$ cat src/rtl/seq_alu.sv
// Clocked, handshaked ALU with iterative shift-add multiply and restoring divide.
// Optional SEQ_ALU_HI_RESULT_EN adds f_hi (high product / remainder).
module seq_alu #(
  parameter int WIDTH = 4
) (
  input  logic             clk,
  input  logic             rst,
  input  logic             in_valid,
  output logic             in_ready,
  input  logic [2:0]       oc,
  input  logic [WIDTH-1:0] a,
  input  logic [WIDTH-1:0] b,
  output logic             out_valid,
  input  logic             out_ready,
  output logic [WIDTH-1:0] f,
  output logic             flag_z,
  output logic             flag_c,
  output logic             flag_v,
  output logic             flag_dz
`ifdef SEQ_ALU_HI_RESULT_EN
  ,
  output logic [WIDTH-1:0] f_hi
`endif
);

  localparam int CW = $clog2(WIDTH + 1);

  localparam logic [1:0] IDLE = 2'd0;
  localparam logic [1:0] BUSY = 2'd1;
  localparam logic [1:0] DONE = 2'd2;

  localparam logic [2:0] OP_ADD = 3'b000;
  localparam logic [2:0] OP_SUB = 3'b001;
  localparam logic [2:0] OP_MUL = 3'b010;
  localparam logic [2:0] OP_DIV = 3'b011;
  localparam logic [2:0] OP_NOT = 3'b100;
  localparam logic [2:0] OP_XOR = 3'b101;
  localparam logic [2:0] OP_OR  = 3'b110;
  localparam logic [2:0] OP_AND = 3'b111;

  logic [1:0]         state_q, state_d;
  logic [CW-1:0]      cnt_q, cnt_d;
  logic               div_q, div_d;
  logic [WIDTH-1:0]   m_q, m_d;
  logic [2*WIDTH-1:0] acc_q, acc_d;
  logic [WIDTH-1:0]   f_q, f_d;
  logic               z_q, z_d;
  logic               c_q, c_d;
  logic               v_q, v_d;
  logic               dz_q, dz_d;
  logic               res_load;

  logic [WIDTH:0]     add_sum;
  logic [WIDTH:0]     mul_sum;
  logic [WIDTH:0]     rem_sh;
  logic [WIDTH:0]     trial;
  logic [2*WIDTH-1:0] mul_next;
  logic [2*WIDTH-1:0] div_next;
  logic [2*WIDTH-1:0] iter_next;

  // acc holds {high, low}: mul = {partial product, remaining multiplier},
  // div = {partial remainder, dividend bits shifting into quotient bits}.
  always_comb begin
    add_sum   = {1'b0, a} + {1'b0, b};
    mul_sum   = {1'b0, acc_q[2*WIDTH-1:WIDTH]} + {1'b0, m_q};
    mul_next  = acc_q[0] ? {mul_sum, acc_q[WIDTH-1:1]} : {1'b0, acc_q[2*WIDTH-1:1]};
    rem_sh    = acc_q[2*WIDTH-1:WIDTH-1];
    trial     = rem_sh - {1'b0, m_q};
    div_next  = trial[WIDTH] ? {rem_sh[WIDTH-1:0], acc_q[WIDTH-2:0], 1'b0}
                             : {trial[WIDTH-1:0], acc_q[WIDTH-2:0], 1'b1};
    iter_next = div_q ? div_next : mul_next;
  end

  always_comb begin
    state_d  = state_q;
    cnt_d    = cnt_q;
    div_d    = div_q;
    m_d      = m_q;
    acc_d    = acc_q;
    f_d      = f_q;
    z_d      = z_q;
    c_d      = c_q;
    v_d      = v_q;
    dz_d     = dz_q;
    res_load = 1'b0;
    case (state_q)
      IDLE: begin
        if (in_valid) begin
          c_d      = 1'b0;
          v_d      = 1'b0;
          dz_d     = 1'b0;
          res_load = 1'b1;
          state_d  = DONE;
          case (oc)
            OP_ADD: begin
              f_d = add_sum[WIDTH-1:0];
              c_d = add_sum[WIDTH];
            end
            OP_SUB: begin
              f_d = a - b;
              c_d = (a < b);
            end
            OP_MUL: begin
              res_load = 1'b0;
              state_d  = BUSY;
              div_d    = 1'b0;
              m_d      = a;
              acc_d    = {{WIDTH{1'b0}}, b};
              cnt_d    = CW'(WIDTH);
            end
            OP_DIV: begin
              if (b == '0) begin
                f_d  = '1;
                dz_d = 1'b1;
              end else begin
                res_load = 1'b0;
                state_d  = BUSY;
                div_d    = 1'b1;
                m_d      = b;
                acc_d    = {{WIDTH{1'b0}}, a};
                cnt_d    = CW'(WIDTH);
              end
            end
            OP_NOT:  f_d = ~a;
            OP_XOR:  f_d = a ^ b;
            OP_OR:   f_d = a | b;
            default: f_d = a & b;
          endcase
          if (res_load) begin
            z_d = (f_d == '0);
          end else begin
            // Flags of the previous result stay until the iteration completes.
            c_d  = c_q;
            v_d  = v_q;
            dz_d = dz_q;
          end
        end
      end
      BUSY: begin
        acc_d = iter_next;
        cnt_d = cnt_q - CW'(1);
        if (cnt_q == CW'(1)) begin
          state_d  = DONE;
          res_load = 1'b1;
          f_d      = iter_next[WIDTH-1:0];
          z_d      = (iter_next[WIDTH-1:0] == '0);
          c_d      = 1'b0;
          v_d      = ~div_q & (iter_next[2*WIDTH-1:WIDTH] != '0);
          dz_d     = 1'b0;
        end
      end
      DONE: begin
        if (out_ready) begin
          state_d = IDLE;
        end
      end
      default: state_d = IDLE;
    endcase
  end

  always_ff @(posedge clk) begin
    if (rst) begin
      state_q <= IDLE;
      cnt_q   <= '0;
      div_q   <= 1'b0;
      m_q     <= '0;
      acc_q   <= '0;
      f_q     <= '0;
      z_q     <= 1'b0;
      c_q     <= 1'b0;
      v_q     <= 1'b0;
      dz_q    <= 1'b0;
    end else begin
      state_q <= state_d;
      cnt_q   <= cnt_d;
      div_q   <= div_d;
      m_q     <= m_d;
      acc_q   <= acc_d;
      f_q     <= f_d;
      z_q     <= z_d;
      c_q     <= c_d;
      v_q     <= v_d;
      dz_q    <= dz_d;
    end
  end

`ifdef SEQ_ALU_HI_RESULT_EN
  logic [WIDTH-1:0] hi_q, hi_d;

  // High half of acc is the product top on mul and the remainder on div.
  always_comb begin
    hi_d = hi_q;
    if (res_load) begin
      if (state_q == BUSY) begin
        hi_d = iter_next[2*WIDTH-1:WIDTH];
      end else if (oc == OP_DIV) begin
        hi_d = a;
      end else begin
        hi_d = '0;
      end
    end
  end

  always_ff @(posedge clk) begin
    if (rst) begin
      hi_q <= '0;
    end else begin
      hi_q <= hi_d;
    end
  end

  assign f_hi = hi_q;
`endif

  assign in_ready  = (state_q == IDLE);
  assign out_valid = (state_q == DONE);
  assign f         = f_q;
  assign flag_z    = z_q;
  assign flag_c    = c_q;
  assign flag_v    = v_q;
  assign flag_dz   = dz_q;

endmodule

$ cat config.mk
export PLATFORM = sky130hd
export DESIGN_NAME = seq_alu
export DESIGN_NICKNAME = d
export VERILOG_FILES = /design/src/rtl/seq_alu.sv
export SDC_FILE = /design/constraint.sdc
export NUM_CORES = 1
export LEC_CHECK = 0
export BUFFER_PORTS_ARGS = -buffer_cell sky130_fd_sc_hd__buf_2
export CORE_ASPECT_RATIO = 2
export CORE_MARGIN = 4
export CORE_UTILIZATION = 30
export CTS_BUF_LIST = sky130_fd_sc_hd__clkbuf_4
export CTS_CLUSTER_SIZE = 20
export DETAILED_ROUTE_END_ITERATION = 8
export MAX_ROUTING_LAYER = met4
export PLACE_DENSITY = 0.46
export SKIP_LAST_GASP = 1
export SLEW_MARGIN = 20
export SYNTH_ARGS = -nofsm -noshare
export SYNTH_HDL_FRONTEND = slang
export SYNTH_SLANG_ARGS = --single-unit
$ cat constraint.sdc
create_clock -name clk -period 3.85 [get_ports clk]
set_clock_uncertainty 0.05 [all_clocks]
set_input_delay 0.1925 -clock clk [delete_from_list [all_inputs] [get_ports clk]]
set_output_delay 0.1925 -clock clk [all_outputs]
set_load 0.005 [all_outputs]
# Word-level counts from Yosys, hierarchy flattened
# Cells that the tools add are included.
# W data, S select, Z words.
# totals
inputBits	15
wordCells	100
output_inout_bits	10
reg_bits	26
# classes
add_sub_neg	5
n_reduce_logical	13
n_bitwise	6
magnitude_cmp	1
n_eq_ne	16
n_mux	49
# op_table
cell	count
$mux W8	5
$pmux W8 S2	2
$pmux W4 S7	1
$mux W4	6
$mux W1	16
$pmux W4 S2	2
$pmux W1 S2	7
$logic_not A4 Y1	3
$pmux W3 S2	2
$reduce_and A4 Y1	3
$add A4 B4 Y5	2
$eq A3 B3 Y1 const B	3
$mux W2	4
$eq A3 B1 Y1 const B	2
$eq A3 B2 Y1 const B	2
$mux W3	2
$ne A2 B2 Y1 const B	3
$pmux W2 S3	1
$reduce_and A3 Y1	2
$sub A5 B4 Y5	1
$and A4 B4 Y4	1
$lt A4 B4 Y1	1
$ne A2 B1 Y1 const B	2
$not A4 Y4	1
other kinds (15)	16

# Depth between registers and ports, before layout
# logic_depth
word_depth	9
ltp_mapped	10
ltp_nobuf	10

# Least setup slack after synthesis
# No wires, ideal clock.
# synth_timing
path_type	reg2reg
start	reg acc_q[3]
end	reg z_q (netlist: flag_z)
required_ns	3.709
path_slack_ns	1.507
synth_period_minus_slack_ns	2.343
n_path_buf	0
path_stages_with_launch	11
setup_time_ns	0.091
t_arrival_ns	2.202
cell_sequence	dfxtp_1 inv_1 ha_1 inv_1 fa_1 a211o_1 a21o_1 nand3_1 o21ai_0 or3_1 a311oi_1
# synth_between
elab_chain_cells	6
# synth_lines
item	line	source
start: declaration	45	logic [2*WIDTH-1:0] acc_q, acc_d;
start signal: assignment	167	acc_q <= '0;
start signal: assignment	178	acc_q <= acc_d;
$sub A5 B4 Y5	68	trial = rem_sh - {1'b0, m_q};
$mux W8	69	div_next = trial[WIDTH] ? {rem_sh[WIDTH-1:0], acc_q[WIDTH-2:0], 1'b0}
$mux W8 (*)	71	iter_next = div_q ? div_next : mul_next;
$logic_not A4 Y1 (*)	146	z_d = (iter_next[WIDTH-1:0] == '0);
$mux W1 (*)	142	if (cnt_q == CW'(1)) begin
$pmux W1 S2 (*)	86	case (state_q)
end signal: assignment	180	z_q <= z_d;
end: declaration	47	logic z_q, z_d;
# Every way passes the cells marked *; elsewhere a longest branch is shown, timed or not. The select of a mux whose other input is x is not followed.
# A chain may end at the register's enable or synchronous reset.

# Worst setup path after layout
# layout_timing
start	reg acc_q[3]
end	reg v_q (netlist: flag_v)
# layout_between
elab_chain_cells	7
# layout_lines
item	line	source
$sub A5 B4 Y5	68	
$mux W8 (*)	69	
$mux W8 (*)	71	
$reduce_bool A4 Y1 (*)	148	v_d = ~div_q & (iter_next[2*WIDTH-1:WIDTH] != '0);
$and A1 B1 Y1 (*)	148	
$mux W1 (*)	142	
$pmux W1 S2 (*)	86	
end signal: assignment	182	v_q <= v_d;
end: declaration	49	logic v_q, v_d;
# Marks and branches as above.

==> results.cfg <==
[layout]
final_cell_area_excluding_filler_cells_mm2 = 0.00254
layout-area-overhead-vs-synth_pct = 9.63
layout.nets = 358
final_layout_size_suffix_gt1_frac = 0.117
fillers = 848

[yosys]
post_synth_main_area_contributors = sky130_fd_sc_hd__dfxtp_1 (22%), sky130_fd_sc_hd__ha_1 (12%), sky130_fd_sc_hd__nor2_1 (6.3%)
synth-edff-count = 0
synthesis.area_per_instance_um2 = 7.59
postSynthRegisterBits = 26
ys_seq_area_frac = 0.225
postSynthCellCount = 305
yosysTopAreaCellShare = 0.225
mappedNetlistNets = 346
synthesis.area_mm2 = 0.00231
post_synth_num_cell_types = 50
yosysTopAreaCell = sky130_fd_sc_hd__dfxtp_1
synthArstFlopShare = 0
synth.yosys.warnings = 0
synth_flop_cell = sky130_fd_sc_hd__dfxtp_1

[pwr]
powerDensity_mw_per_mm2 = 279
power.leakage_nw = 1.06
worst_ir_drop_on_vdd_mv = 0.108

[min_path]
min-delay-start = a[3]
min_path_type = in2reg
worstHoldEndpoint = m_q[3]$_SDFFE_PP0P_
hold_path_depth = 3

[sta]
period_minus_slack_ns = 2.62
final_min_period_over_clock_period = 0.681
timing.slew.headroom = 0.471
max_freq_mhz = 381
totalNegativeSetupSlack_ns = 0
timing.final.ws_setup_ns = 1.23
report.final.setup_viol = 0
tightestPinTransition_ns = 0.794
setup_repair_after_global_routing_missed_its_margin = no
slew_viol_final = 0
hold_viol = 0

[die]
initial_utilization = 0.307
die_x_um = 70.1
floorplan.core_area_mm2 = 0.00754
pin_count = 25
core.rowCount = 45
die_area_mm2 = 0.00927
die-height_um = 132

[clock_network]
cts_made_buffers = 3
cts_repair_resize_count = 0
clock-sinks = 26
clkSlewWorstSetupHoldPaths_ns = 0.15
cts_tree = built
buffer_levels_on_the_longest_clock_path = 2
holdBufCountCts = 0
cts.root.buffer_cell = sky130_fd_sc_hd__clkbuf_4
worst_skew_pair.late_latency_ns = 0.34
post_cts.repair.setup_buffers = 0
clock_tree.htree_level_count = 1

[critical_path]
cp.required_ns = 4.03
critPathKind = reg2reg
critical_path.endpoint_type = flip-flop
timing.rr.end = flag_v$_SDFFE_PP0P_
ff2ff_setup_slack_ns = 1.23
r2r-start = acc_q[3]$_SDFFE_PP0P_
category_of_the_worst_setup_path_launch_point = flip-flop
rr_worst_depth = 10
worstPathArrival_ns = 2.80
critical_path_peak_fanout = 4

[grt]
grt_pass1_wl_mm = 11.4
antenna_found_initial = 1
first_global_vias = 2224
grt_max_degree = 28
grt.total_usage = 0.162
grt.overflow.total = 0

[job]
max_cap_violations = 0

[detailed_routing]
routed_wire_length_per_instance_um = 17.5
detail-route-antenna-nets = 0
post_drt_via_cell_ratio = 5.37
drt_first_iter_violations = 77
detailedRoute.firstPassIterationCount = 4
dr_total_vias = 2206
drt_wl_total_mm = 7.19
remaining_drcs = 0

[placed_design]
postPlaceCellArea_mm2 = 0.00248
place_worst_setup_slack_ns = 1.24
place.gp.congestion = 0.828
io_buffer_count = 24
place_hpwl_mm = 5.93

[status]
run_status = complete, no violations
-- cells in the mapped netlist, drive strengths merged (6+ instances only) --
library cell,count
dfxtp,26
nand3,8
nor3,7
o21ai,15
a21oi,29
inv,29
nand2,12
clkbuf,10
a211oi,13
ha,22
mux2i,8
buf,7
nor2,39
nor2b,7
a22oi,6
-- per-layer routing --
metal,global-route usage,wire [µm],share of wire
met3,0.00916,118,0.016
met4,0.106,443,0.062
met1,0.147,2510,0.35
met2,0.313,4120,0.57
met5,-,0,0
-- report_power, final --
part / switching [W] / leakage (nW) / internal [W]
clock: 0.0000884 / 0.0279 / 0.000105
combinational: 0.000126 / 0.819 / 0.0000840
sequential: 0.0000185 / 0.212 / 0.000284
total: 0.000233 / 1.06 / 0.000474
-- how the worst max path moves through the flow --
| stage | slack (ns) | endpoint | from |
|---|---|---|---|
| final | 1.23 | flag_v$_SDFFE_PP0P_ | acc_q[3]$_SDFFE_PP0P_ |
| after global routing | 1.01 | flag_v$_SDFFE_PP0P_ | m_q[1]$_SDFFE_PP0P_ |
| after CTS | 1.22 | flag_v$_SDFFE_PP0P_ | m_q[1]$_SDFFE_PP0P_ |
| after detailed placement | 1.24 | flag_v$_SDFFE_PP0P_ | m_q[1]$_SDFFE_PP0P_ |
| after global placement | 1.24 | flag_v$_SDFFE_PP0P_ | m_q[1]$_SDFFE_PP0P_ |
| after floorplan | 1.51 | flag_z$_SDFFE_PP0P_ | acc_q[3]$_SDFFE_PP0P_ |
-- sequential cells by signal, summed over array words and instances (netlist names) --
signal / flops
flag_z: 1
f: 4
state_q: 2
m_q: 4
cnt_q: 3
flag_dz: 1
div_q: 1
flag_v: 1
flag_c: 1
acc_q: 8
-- layout make-up --
cell class | count | area, µm² | share of cell area
Multi-Input combinational cell | 233 | 1610 | 0.636
Sequential cell | 26 | 520 | 0.205
Timing Repair Buffer | 24 | 120 | 0.0474
Tap cell | 94 | 118 | 0.0464
Inverter | 29 | 109 | 0.0429
Clock inverter | 1 | 30.0 | 0.0118
Clock buffer | 3 | 22.5 | 0.00888
Antenna cell | 1 | 2.50 | 0.000987
-- stage by stage --
step / hold slack [ns] / util / total power [W] / std cells
2_1_floorplan: 0.361 / - / 0.000451 / 305
3_3_place_gp: 0.418 / 0.329 / 0.000519 / 406
3_5_place_dp: 0.427 / 0.329 / 0.000520 / 406
4_1_cts: 0.184 / 0.336 / 0.000714 / 410
5_1_grt: 0.191 / 0.336 / 0.000746 / 411
6_report: 0.180 / 0.336 / 0.000707 / 411
-- cell usage in the layout (no fill, tap or decap), drive strengths merged, types with 4 or more instances in the layout --
master,n
a211oi,13
a21oi,29
a22oi,6
a311oi,4
a31oi,5
and3,4
buf,24
dfxtp,26
fa,4
ha,22
inv,29
mux2i,8
nand2,12
nand2b,5
nand3,8
nor2,39
nor2b,7
nor3,7
o21ai,15
-- logic make-up after synthesis --
kind of cell,count (synthesis),share of synthesized area
AOI/OAI and AO/OA,94,0.271
muxes,10,0.0443
DFF,26,0.225
buffers and inverters,46,0.0773
and+or+nand+nor,98,0.210
adders and majority gates,26,0.154
xor gates and xnor gates,5,0.0189
-- worst max-delay path, cell delays in order, from the launching register on --
cell,delay (ns)
sky130_fd_sc_hd__dfxtp_1,0.34
sky130_fd_sc_hd__inv_1,0.10
sky130_fd_sc_hd__ha_1,0.15
sky130_fd_sc_hd__inv_1,0.06
sky130_fd_sc_hd__fa_1,0.42
sky130_fd_sc_hd__a211o_1,0.32
sky130_fd_sc_hd__a21oi_1,0.24
sky130_fd_sc_hd__o21ai_0,0.14
sky130_fd_sc_hd__a31o_2,0.26
sky130_fd_sc_hd__nor4_1,0.34
sky130_fd_sc_hd__o32ai_1,0.12
Note: power is estimated with default switching activity, not from simulation.
